--- src/rtl/regfile_multiport.sv ---
// rtl/regfile_multiport.sv - multi-read-port register file with x0 = 0 and a per-register busy scoreboard
// Optional write-through forwarding when REGFILE_BYPASS_EN is defined.
module regfile_multiport #(
    parameter int DATA_W = 32,
    parameter int ADDR_W = 5,
    parameter int NUM_RD = 2
) (
    input  logic                     clk,
    input  logic                     reset,
    input  logic                     RegWrite,
    input  logic [ADDR_W-1:0]        writeReg,
    input  logic [DATA_W-1:0]        writeData,
    input  logic                     markBusy,
    input  logic [ADDR_W-1:0]        markReg,
    input  logic [NUM_RD*ADDR_W-1:0] readRegs,
    output logic [NUM_RD*DATA_W-1:0] readData,
    output logic [NUM_RD-1:0]        readBusy,
    output logic                     anyBusy
);
    localparam int DEPTH = 2 ** ADDR_W;

    if (NUM_RD < 1 || NUM_RD > 4) begin : g_bad_num_rd
        $error("regfile_multiport: NUM_RD must be in 1..4");
    end

    logic [DATA_W-1:0] regs [DEPTH];
    logic [DEPTH-1:0]  busy;

    // The mark is applied after the retire-clear so a new producer issued as the old one retires stays busy.
    always_ff @(posedge clk or posedge reset) begin
        if (reset) begin
            for (int r = 0; r < DEPTH; r++) begin
                regs[r] <= '0;
            end
            busy <= '0;
        end else begin
            if (RegWrite && writeReg != '0) begin
                regs[writeReg] <= writeData;
            end
            if (RegWrite) begin
                busy[writeReg] <= 1'b0;
            end
            if (markBusy && markReg != '0) begin
                busy[markReg] <= 1'b1;
            end
        end
    end

    for (genvar i = 0; i < NUM_RD; i++) begin : g_rd
        logic [ADDR_W-1:0] ra;
        logic              hit;

        assign ra = readRegs[i*ADDR_W +: ADDR_W];
`ifdef REGFILE_BYPASS_EN
        assign hit = RegWrite && (writeReg == ra) && (ra != '0);
`else
        assign hit = 1'b0;
`endif
        assign readData[i*DATA_W +: DATA_W] = (reset || ra == '0) ? '0 :
                                              hit                 ? writeData :
                                                                    regs[ra];
        assign readBusy[i] = !reset && !hit && busy[ra];
    end

    assign anyBusy = !reset && (|busy);

endmodule

--- config.mk ---
export PLATFORM = sky130hd
export DESIGN_NAME = regfile_multiport
export DESIGN_NICKNAME = d
export VERILOG_FILES = /design/src/rtl/regfile_multiport.sv
export SDC_FILE = /design/constraint.sdc
export NUM_CORES = 2
export LEC_CHECK = 0
export CAP_MARGIN = 30
export CORE_AREA = 2 2 325 327
export DETAILED_ROUTE_END_ITERATION = 8
export DIE_AREA = 0 0 327 329
export PLACE_DENSITY_LB_ADDON = 0.12
export SKIP_CTS_REPAIR_TIMING = 1
export SYNTH_ARGS = -nofsm -noshare
export SYNTH_HDL_FRONTEND = slang
export SYNTH_SLANG_ARGS = --single-unit
--- constraint.sdc ---
create_clock -name clk -period 70.4 [get_ports clk]
set_clock_uncertainty 0.2 [all_clocks]
set_input_delay 10.56 -clock clk [delete_from_list [all_inputs] [get_ports clk]]
set_output_delay 10.56 -clock clk [all_outputs]
set_load 0.02 [all_outputs]
==> impl_metrics.yaml <==
finish:
  final_core_util_pct: 60.7
  drive_above_1_share_pct: 42.3
  area_growth_pct: 11.6
  mostFrequentLayoutCells: "dfrtp_1 (1,056), mux2_2 (1,048), mux2i_1 (424)"
  layout.nets: 4059
  layout_commonest_cell: "dfrtp_1"
  fillers: 8113
clocking:
  numCtsBuffers: 115
  clkLatencyLatePin_ps: 700
  htreeDepth: 3
  cts_buffer_depth: 3
  clock-root-buffer: "clkbuf_16"
  cts_tree: "yes"
  clkTransAtPathRegs_ps: 60
  clock-sinks: 1056
floorplan:
  rows: 119
  die_height_um: 329
  fp.dieW_um: 327
  floorplan.initialDensity_pct: 54.4
  dieArea_um2: 108000
  io_pins: 123
  core_um2: 104000
power:
  powerDensity_nw_per_um2: 28.4
  ir_drop_mv: 0.0217
  seq_power_share_pct: 45.2
  leakagePower_uw: 0.0280
  p_clk_share_pct: 34.3
  internal_power_uw: 1300
  comb_power_share_pct: 20.5
  p_sw_share_pct: 27.9
  p_switching_uw: 503
synth:
  postSynth.asyncResetShare_pct: 100
  synth.distinct_cells: 48
  netlist_area_um2: 56700
  synth_ff_type: "dfrtp_1"
  ys_seq_elements: 1056
  synth-edff-count: 0
  syn_area_per_cell_um2: 13.9
  synthCells: 4091
  ys_seq_area_share_pct: 46.6
  yosysWarnings: 0
  synthesis.nets: 4147
worst_setup_path:
  cpMaxStageDelayCell: "or4_2"
  crit_arrival_ps: 15500
  start_kind: "input pin"
  cp-end-kind: "primary output"
  cp_max_fo: 65
  cpMostUsedCell: "buf_4"
  cp_cell_sequence: "buf_8 -> buf_4 -> buf_4 -> nor3_1 -> or4_2 -> buf_4 -> o22ai_1 -> a221o_1 -> clkdlybuf4s50_1"
  critPathMaxStageDelay_ps: 930
  cp.required_ps: 59640
  worstRegToRegCells: 1
  path_class: "in -> out"
status:
  status: "finished, final reports clean"
job:
  drv_cap: 0
routing:
  drt_wl_total_um: 187000
  vias: 38500
  route.detailed.drc: 0
  wire_per_inst_um: 34.1
  drt_iter0_drc: 3967
  first_pass_iters: 5
  avgViaCountPerCell: 7.01
  ant_nets: 0
sta:
  final_hold_viol_count: 0
  post-route-min-period_ps: 26260
  slew_viol_final: 0
  rsz0062_at_grt: "false"
  slew_headroom_pct: 27.5
  worst_pin_slew_ps: 1080
  timing.fmax_mhz: 38.1
  setup_viol: 0
  fin_tns_setup_ps: 0
  fin_crit_sh_pct: 37.3
global_routing:
  grt_overflow_total: 0
  antenna_found_initial: 18
  grt_pass1_wl_um: 274000
  grt_pass1_vias: 38700
  grtUsageTotal_pct: 35.0
  grt_max_degree: 166
placed_design:
  port_buffers: 122
  hpwl_um: 108000
  gp_congestion: 0.857
min_path:
  whs_path_depth: 0
  hold_class: "reg -> reg"
## critical path: cells and delay by family
| kind | cells | cell delay (ps) |
|---|---|---|
| compound gates | 2 | 550 |
| buf+inv | 5 | 3170 |
| simple gates | 2 | 1050 |
## layout make-up
type                            count  area, um^2  share of cell area, %
Clock inverter                     31         343                  0.541
Sequential cell                  1056       26400                   41.7
Tap cell                         1391        1740                   2.75
Antenna cell                        7        17.5                 0.0277
Multi-Input combinational cell   2591       28600                   45.1
Inverter                            2        15.0                 0.0237
Timing Repair Buffer              237        2750                   4.34
Clock buffer                      178        3490                   5.51
## final timing paths
check / start / to / slack, ps
worst max-delay path: readRegs[5] / readData[51] / 44140
worst min-delay path: regs[1015] / regs[1015] / 200
worst max register to register: regs[361] / regs[361] / 69380
worst min register to register: regs[1015] / regs[1015] / 200
max in group asynchronous: reset / regs[791] / 56590
min in group asynchronous: reset / regs[333] / 10550
## power groups by stage
stage / combinational (uW) / sequential, uW / clock (uW)
floorplan: 285 / 792 / 0
global placement: 355 / 817 / 0
detailed placement: 365 / 821 / 0
CTS: 366 / 810 / 625
global route: 395 / 828 / 648
finish: 369 / 815 / 618
## per-layer routing
| metal | global-route usage, % | wire, um |
|---|---|---|
| met1 | 48.4 | 76900 |
| met2 | 54.2 | 85900 |
| met3 | 7.41 | 15500 |
| met4 | 14.5 | 8920 |
| met5 | 0 | 103 |
## stage by stage
step                power, uW  setup WS (ps)  std cells  hold slack [ps]  instance area [um^2]
floorplan                1080          24920       4091              241                 56700
global placement         1170          43920       5238              179                 58600
detailed placement       1190          44120       5265              186                 59200
CTS                      1800          44130       5474              201                 63000
global route             1870          43960       5489              206                 63300
finish                   1800          44140       5493              198                 63300
## flip-flops by register name, summed over array words and instances, names as in the netlist
name / count
regs: 1024
busy: 32
## cells in the mapped netlist, drive strengths merged (48+ instances only)
library cell,number,area [um^2]
o22ai,73,457
o21ai,75,375
nand2,111,417
mux2i,424,4240
nor2,96,360
mux2,1063,12000
a21oi,48,240
buf,223,1200
clkbuf,219,822
mux4,328,7390
a22oi,110,826
dfrtp,1056,26400
## cell families after synthesis
logic type,count (synthesis),synth area share (%)
multiplexers,1815,41.6
flip-flops,1056,46.6
AO/OA/AOI/OAI,455,5.65
buffers and inverters,444,3.59
AND/OR/NAND/NOR,321,2.59
No activity file was read; power rests on OpenSTA's default activity.
